### config.mk
export PLATFORM = sky130hd
export DESIGN_NAME = zero_detect_sched
export DESIGN_NICKNAME = d
export VERILOG_FILES = /design/src/rtl/zero_detect_sched.sv
export SDC_FILE = /design/constraint.sdc
export NUM_CORES = 1
export LEC_CHECK = 0
export CORE_MARGIN = 8
export CORE_UTILIZATION = 50
export CTS_CLUSTER_DIAMETER = 200
export DETAILED_ROUTE_END_ITERATION = 6
export PLACE_DENSITY = 0.74
export SLEW_MARGIN = 40
export SYNTH_ARGS = -nofsm -noshare
export SYNTH_HDL_FRONTEND = slang
export SYNTH_SLANG_ARGS = --single-unit
### constraint.sdc
create_clock -name clk -period 2.65 [get_ports clk]
set_input_delay 0.3975 -clock clk [delete_from_list [all_inputs] [get_ports clk]]
set_output_delay 0.3975 -clock clk [all_outputs]
set_load 0.05 [all_outputs]
### src/rtl/zero_detect_sched.sv
// Round-robin scheduler sharing one serial zero-after-ones detector among N_REQ requesters.
// Each granted word is shifted MSB-first; the hit count is reported with a tagged done pulse.
module zero_detect_sched #(
    parameter int N_REQ = 4,
    parameter int W     = 8,
    parameter int IW    = $clog2(N_REQ),
    parameter int CW    = $clog2(W + 1)
) (
    input  logic               clk,
    input  logic               rst,
    input  logic [N_REQ-1:0]   req,
    input  logic [N_REQ*W-1:0] data,
    output logic [N_REQ-1:0]   gnt,
    output logic               busy,
    output logic               ser_x,
    output logic               ser_y,
    output logic               done,
    output logic [IW-1:0]      done_id,
    output logic [CW-1:0]      count
);

    localparam int BW = $clog2(W);

    typedef enum logic [1:0] {IDLE, SHIFT, DONE} state_t;
    typedef enum logic {NONE, ONES} det_t;

    state_t        state, state_nx;
    det_t          det;
    logic [IW-1:0] ptr, ptr_nx, win_idx, job_idx;
    logic [W-1:0]  sreg, win_word;
    logic [BW-1:0] bcnt;
    logic [CW-1:0] acc;
    logic          found, last_bit;
    logic [W-1:0]  words [N_REQ];
    logic [IW:0]   cand_wide;
    logic [IW-1:0] cand;

    for (genvar g = 0; g < N_REQ; g++) begin : g_unpack
        assign words[g] = data[g*W +: W];
    end

    // Search starts at ptr and wraps modulo N_REQ; the first requester found wins.
    always_comb begin
        // NOTE: every always_comb output gets a default first so no path leaves a latch.
        found     = 1'b0;
        win_idx   = '0;
        win_word  = '0;
        cand_wide = '0;
        cand      = '0;
        for (int i = 0; i < N_REQ; i++) begin
            cand_wide = {1'b0, ptr} + (IW+1)'(i);
            if (cand_wide >= (IW+1)'(N_REQ))
                cand_wide = cand_wide - (IW+1)'(N_REQ);
            cand = cand_wide[IW-1:0];
            if (!found && req[cand]) begin
                found    = 1'b1;
                win_idx  = cand;
                win_word = words[cand];
            end
        end
    end

    assign ptr_nx   = (win_idx == IW'(N_REQ - 1)) ? '0 : win_idx + IW'(1);
    assign last_bit = (bcnt == BW'(W - 1));

    always_ff @(posedge clk or negedge rst) begin
        if (!rst) state <= IDLE;
        else      state <= state_nx;
    end

    always_comb begin
        state_nx = state;
        case (state)
            IDLE:    if (found) state_nx = SHIFT;
            SHIFT:   if (last_bit) state_nx = DONE;
            DONE:    state_nx = IDLE;
            default: state_nx = IDLE;
        endcase
    end

    always_comb begin
        busy  = (state != IDLE);
        done  = (state == DONE);
        ser_x = (state == SHIFT) && sreg[W-1];
        ser_y = (state == SHIFT) && (det == ONES) && !sreg[W-1];
    end

    // NOTE: sequential state uses non-blocking assignments so every register samples pre-edge values.
    always_ff @(posedge clk or negedge rst) begin
        if (!rst) begin
            ptr     <= '0;
            sreg    <= '0;
            bcnt    <= '0;
            acc     <= '0;
            det     <= NONE;
            gnt     <= '0;
            job_idx <= '0;
            done_id <= '0;
            count   <= '0;
        end else begin
            case (state)
                IDLE: if (found) begin
                    sreg    <= win_word;
                    gnt     <= N_REQ'(1) << win_idx;
                    job_idx <= win_idx;
                    ptr     <= ptr_nx;
                    bcnt    <= '0;
                    acc     <= '0;
                    det     <= NONE;
                end
                SHIFT: begin
                    acc  <= acc + CW'(ser_y);
                    sreg <= {sreg[W-2:0], 1'b0};
                    bcnt <= bcnt + BW'(1);
                    det  <= ser_x ? ONES : NONE;
                    // Result registers load on the last bit so they are valid throughout DONE.
                    if (last_bit) begin
                        done_id <= job_idx;
                        count   <= acc + CW'(ser_y);
                    end
                end
                DONE:    gnt <= '0;
                default: gnt <= '0;
            endcase
        end
    end

endmodule

[After elaboration in Yosys (flattened, before gate mapping)]
Index checks and enable logic that the tools add are counted.
Word-level totals
  register bits after elaboration: 32
  bits in latches: 0
  memory bits (writable): 0
  memory bits (read-only): 0
  bits of input ports: 38
  word-level logic and storage cells: 113
  memories: 0
Cells by class
  add/sub/neg operators: 10
  multiply operators: 0
  div/mod/pow operators: 0
  order comparisons: 12
  eq/ne operators: 6
  shifts and indexed selects: 1
  multiplexer cells: 51
  bitwise operators: 5
  reduce and logical (&&, ||, !) cells: 18
Operator list (number)
  $mux 8: 13
  $bmux 8 s2: 4
  $mux 2: 11
  $ge 3x3->1 const B: 7
  $pmux 4 s2: 2
  $pmux 8 s2: 1
  $lt 2x3->1 const B: 4
  $not 2->3: 4
  $mux 1: 10
  $reduce_and 2->1: 5
  $bmux 1 s2: 4
  $mux 4: 2
  $sub 2x1->2 const B: 4
  $add 2x2->3 const B: 2
  $logic_and 1x1->1: 6
  $pmux 3 s2: 1
  $add 4x1->4: 1
  $eq 2x2->1 const B: 2
  $logic_not 1->1: 4
  $ne 2x2->1 const B: 2
  $pmux 2 s2: 1
  $reduce_bool 2->1: 2
  $shl 1x2->4 const A: 1
  $add 2x1->3 const B: 1
  9 further kinds: 9

[Logic depth before layout (Yosys ltp)]
Gate-level depths: netlist of the first run.
  depth after elaboration: 17
  depth in mapped cells: 10

[Worst setup path before layout of the first run]
OpenSTA, ideal clock, no wires.
  path kind: flip-flop to flip-flop
  start point: register state[1]
  end point: register count[1]
  library setup time: 0.125 ns
  data arrival time: 2.706 ns
  setup slack: -0.181 ns
  cell stages (with the launch flop): 7
  buffers on the path: 1
  period minus slack after synthesis: 2.831 ns
  cell sequence: dfrtp_1 > buf_2 > nand2b_1 > nor3b_1 > ha_1 > ha_1 > mux2_2
Between the ends
  word-level cells in the longest chain between the ends: 4
  elaborated cells on any way between the ends: 5
RTL lines
  start, declared: line 27  | state_t state, state_nx;
  start signal, assigned: line 68  | else state <= state_nx;
  $eq 2x1->1: line 85  | ser_y = (state == SHIFT) && (det == ONES) && !sreg[W-1];
  $logic_and 1x1->1 (2 in series): line 85
  net ser_y: line 16  | output logic ser_y,
  $add 4x1->4: line 119  | count <= acc + CW'(ser_y);
  end signal, assigned: line 119
  end, declared: line 19  | output logic [CW-1:0] count
The timed path passes the listed nets, and every way through them passes these cells.
A chain may end at the register's enable or synchronous reset.

[Worst setup path after layout of the first run]
  start point: register ptr[1]
  end point: register sreg[7]
Between the ends
  word-level cells in the longest chain between the ends: 16
  elaborated cells on any way between the ends: 57
RTL lines
  start, declared: line 29  | logic [IW-1:0] ptr, ptr_nx, win_idx, job_idx;
  start signal, assigned: line 106  | ptr <= ptr_nx;
  parallel branches: the longest is 16 deep, another holds $add 2x1->3
  end signal, assigned: line 103  | sreg <= win_word;
  end signal, assigned: line 113  | sreg <= {sreg[W-2:0], 1'b0};
  end, declared: line 30  | logic [W-1:0] sreg, win_word;
Parallel ways; which one is timed is not known. The select of a mux whose other input is x is not followed.

==> run_results.csv, run 1 <==
group,metric,value,unit
clock_tree,cts_setup_buffers,0,
hold_path,hold_class,"reg2reg",
floorplan,fp.dieH,89.2,microns
timing,finalCriticalPeriod,2.36,ns
floorplan,fp.coreArea,5140,sq um
timing,whs,0.477,ns
clock_tree,cts_buffers,5,
worst_setup_path,crit-reg2reg-capture,"sreg[7]",
timing,slew_violations,0,
timing,finalCritPeriodShare,88.9,%
layout,final_cell_mix,"50 x clkdlybuf4s50_1, 32 x dfrtp_1, 30 x nand2_1, 21 x a222oi_1",
global_route,antenna_found_initial,0,
routing,wl_per_cell,17.6,microns
layout,n_antenna_cell,0,
hold_path,min_from,"job_idx[0]",
clock_tree,clk_latency,0.28,ns
routing,routed_wl,6.82,mm
worst_setup_path,rr_worst_depth,6,
flow_run,drv_cap,0,
timing,slew-limit-headroom,55.9,%
routing,drtIter0Drc,219,
worst_setup_path,crit_path_start_kind,"flip-flop",
logic_synthesis,syn_area,2680,sq um
floorplan,die_w,89.2,microns
clock_tree,hold_buffers,0,
floorplan,initial_core_util,52.2,%
routing,drc,0,
timing,setup_viol,0,
clock_tree,cts_root_buf,"clkbuf_8",
worst_setup_path,reg2reg_slack,0.29,ns
logic_synthesis,synth_seq_area_share,29.9,%
logic_synthesis,synthArstFlopShare,100,%
global_route,grt_pass1_vias,2367,
clock_tree,cts.sinks,32,
worst_setup_path,worst_ep_required_time,2.83,ns
global_route,grt_start_max_net_pins,35,
placement,place_hpwl,5.13,mm
worst_setup_path,endpoint,"sreg[7]",
floorplan,die-area,7960,sq um
layout,layout.nets,363,
layout,syn_to_final_growth,24.7,%
timing,clock_skew,0.00419,ns
worst_setup_path,critPathKind,"reg2reg",
outcome,status,"finished clean",
layout,fin_util,65.0,%
logic_synthesis,syn_inst,266,
logic_synthesis,synth_fp_nets,312,
layout,layout-drive-gt1-share,17.3,%
logic_synthesis,synth_area_leader_cell,"dfrtp_1",
worst_setup_path,crit_fanout,25,
floorplan,num_io_pins,52,
worst_setup_path,startpoint,"ptr[1]",
routing,viasPerCell,6.44,
worst_setup_path,crit_path_end_kind,"flip-flop",
worst_setup_path,arrival,2.54,ns
worst_setup_path,worstReg2RegStart,"ptr[1]",
timing,final.setup.tns,0,ns
logic_synthesis,synth_top_area_share,29.9,%
logic_synthesis,yosysUniqueCellTypes,53,
logic_synthesis,ys_warn_count,0,
layout,nFillCells,456,
routing,dr.pass1.iters,5,
logic_synthesis,syn_avg_cell_area,10.1,sq um
routing,vias,2497,
clock_tree,cts_max_level,2,
clock_tree,clockBufferDepth,2,
placement,place.gp.congestion,0.837,
layout,final_common_cell,"clkdlybuf4s50_1",
power_and_ir_drop,leakage,1.36,nW
logic_synthesis,synth-edff-count,0,
clock_tree,cts_tree,"done",
global_route,grt_overflow,0,
timing,rsz0062_at_grt,"false",
power_and_ir_drop,powerDensity,1060,nW/um^2
routing,antenna_left,0,
floorplan,num_rows,26,
logic_synthesis,synth.area.top_cells,"dfrtp_1 30%, mux4_2 12%, a222oi_1 7.8%, nand2_1 4.2%, ha_1 3.7%",
layout,fin_area,3340,sq um
logic_synthesis,synth_flop_cell,"dfrtp_1",
timing,hold_viol_final,0,
timing,max_freq,0.424,GHz
placement,io_buffers,51,
logic_synthesis,ys_seq_elements,32,
global_route,grt_pass1_wl,11.3,mm
placement,dpl_cell_area,3250,sq um
power_and_ir_drop,finalPower,3.53,mW
global_route,grt_usage,18.0,%
clock_tree,cts_resized,0,
power_and_ir_drop,peakVddDrop,489,uV
timing,tightest_slew,0.659,ns
clock_tree,path_clk_slew,0.06,ns
[kinds of logic (layout without fill, tap and decap cells)]
family / Yosys count / after routing / synth area share, %
AOI/OAI and AO/OA: 84 / 84 / 24.2
xor gates and xnor gates: 2 / 2 / 0.653
adders and majority gates: 8 / 8 / 3.73
buffers and inverters: 28 / 80 / 7.33
DFF: 32 / 32 / 29.9
muxes: 22 / 22 / 15.0
and+or+nand+nor: 90 / 90 / 19.2
[synthesized netlist by cell type, drive strengths merged, types with 7 or more instances]
master and number:
dfrtp 32, a22oi 7, buf 18, nor2 12, nor2b 11, mux4 14
ha 8, o31ai 7, a222oi 21, nand2 30, nand3 11, a21oi 16
o21ai 13
[metal layers]
metal / wire [microns] / part of all wire (%) / vias to the layer above / GRT usage (%)
met5: 0 / 0 / - / 0
met4: 104 / 1.5 / 0 / 6.19
met3: 545 / 8.0 / 12 / 3.77
met2: 3220 / 47 / 132 / 28.3
met1: 2950 / 43 / 1204 / 24.0
li1: - / - / 1149 / -
[worst min-delay path by stage]
stage                      end  slack (ns)  depth (start not counted)
detailed placement  job_idx[0]        0.46                          1
finish              job_idx[0]        0.48                          1
CTS                 job_idx[0]        0.48                          1
global route        job_idx[0]        0.50                          1
floorplan               acc[0]        0.10                          0
global placement           det        0.46                          1
[per-stage QoR]
| step | worst slack, ns | cells |
|---|---|---|
| after CTS | 0.337 | 388 |
| final | 0.293 | 388 |
| after detailed placement | 0.107 | 380 |
| after global routing | 0.115 | 388 |
| after global placement | 0.222 | 380 |
| after floorplan | 0.387 | 266 |
[worst max-delay path: stages, from the launching register on]
cell,delay [ns]
dfrtp_1,0.60
buf_12,0.25
and2_1,0.37
nand3_1,0.14
a31oi_1,0.56
a222oi_1,0.21
o31ai_1,0.12
[cell type report]
class                      instances  area [sq um]  share of cell area [%]
sequential                        32           801                    24.0
tap                               70          87.6                    2.62
inverter                           4          15.0                   0.449
clock buffer                       8          90.1                    2.69
timing repair buffer              68           661                    19.8
multi-input combinational        206          1690                    50.5
[state kept, by name, indices dropped and copies added (netlist names)]
name,flops
count,4
ptr,2
bcnt,3
job_idx,2
det,1
acc,4
done_id,2
gnt,4
sreg,8
state,2
[power breakdown]
part           switching, mW  internal (mW)
clock network          0.167          0.211
logic                   1.24           1.05
registers              0.161          0.705
total                   1.57           1.96
Power figures use the tool's default switching activity.
==> run 2, diff against run 1 <==
--- a/config.mk
+++ b/config.mk
@@ -10,7 +10,7 @@
 export CTS_CLUSTER_DIAMETER = 200
 export DETAILED_ROUTE_END_ITERATION = 6
 export PLACE_DENSITY = 0.74
-export SLEW_MARGIN = 40
+export SLEW_MARGIN = 10
 export SYNTH_ARGS = -nofsm -noshare
 export SYNTH_HDL_FRONTEND = slang
 export SYNTH_SLANG_ARGS = --single-unit
==> results of run 2 <==
Same layout as run 1: the final DEF is identical, and so are final timing and power.
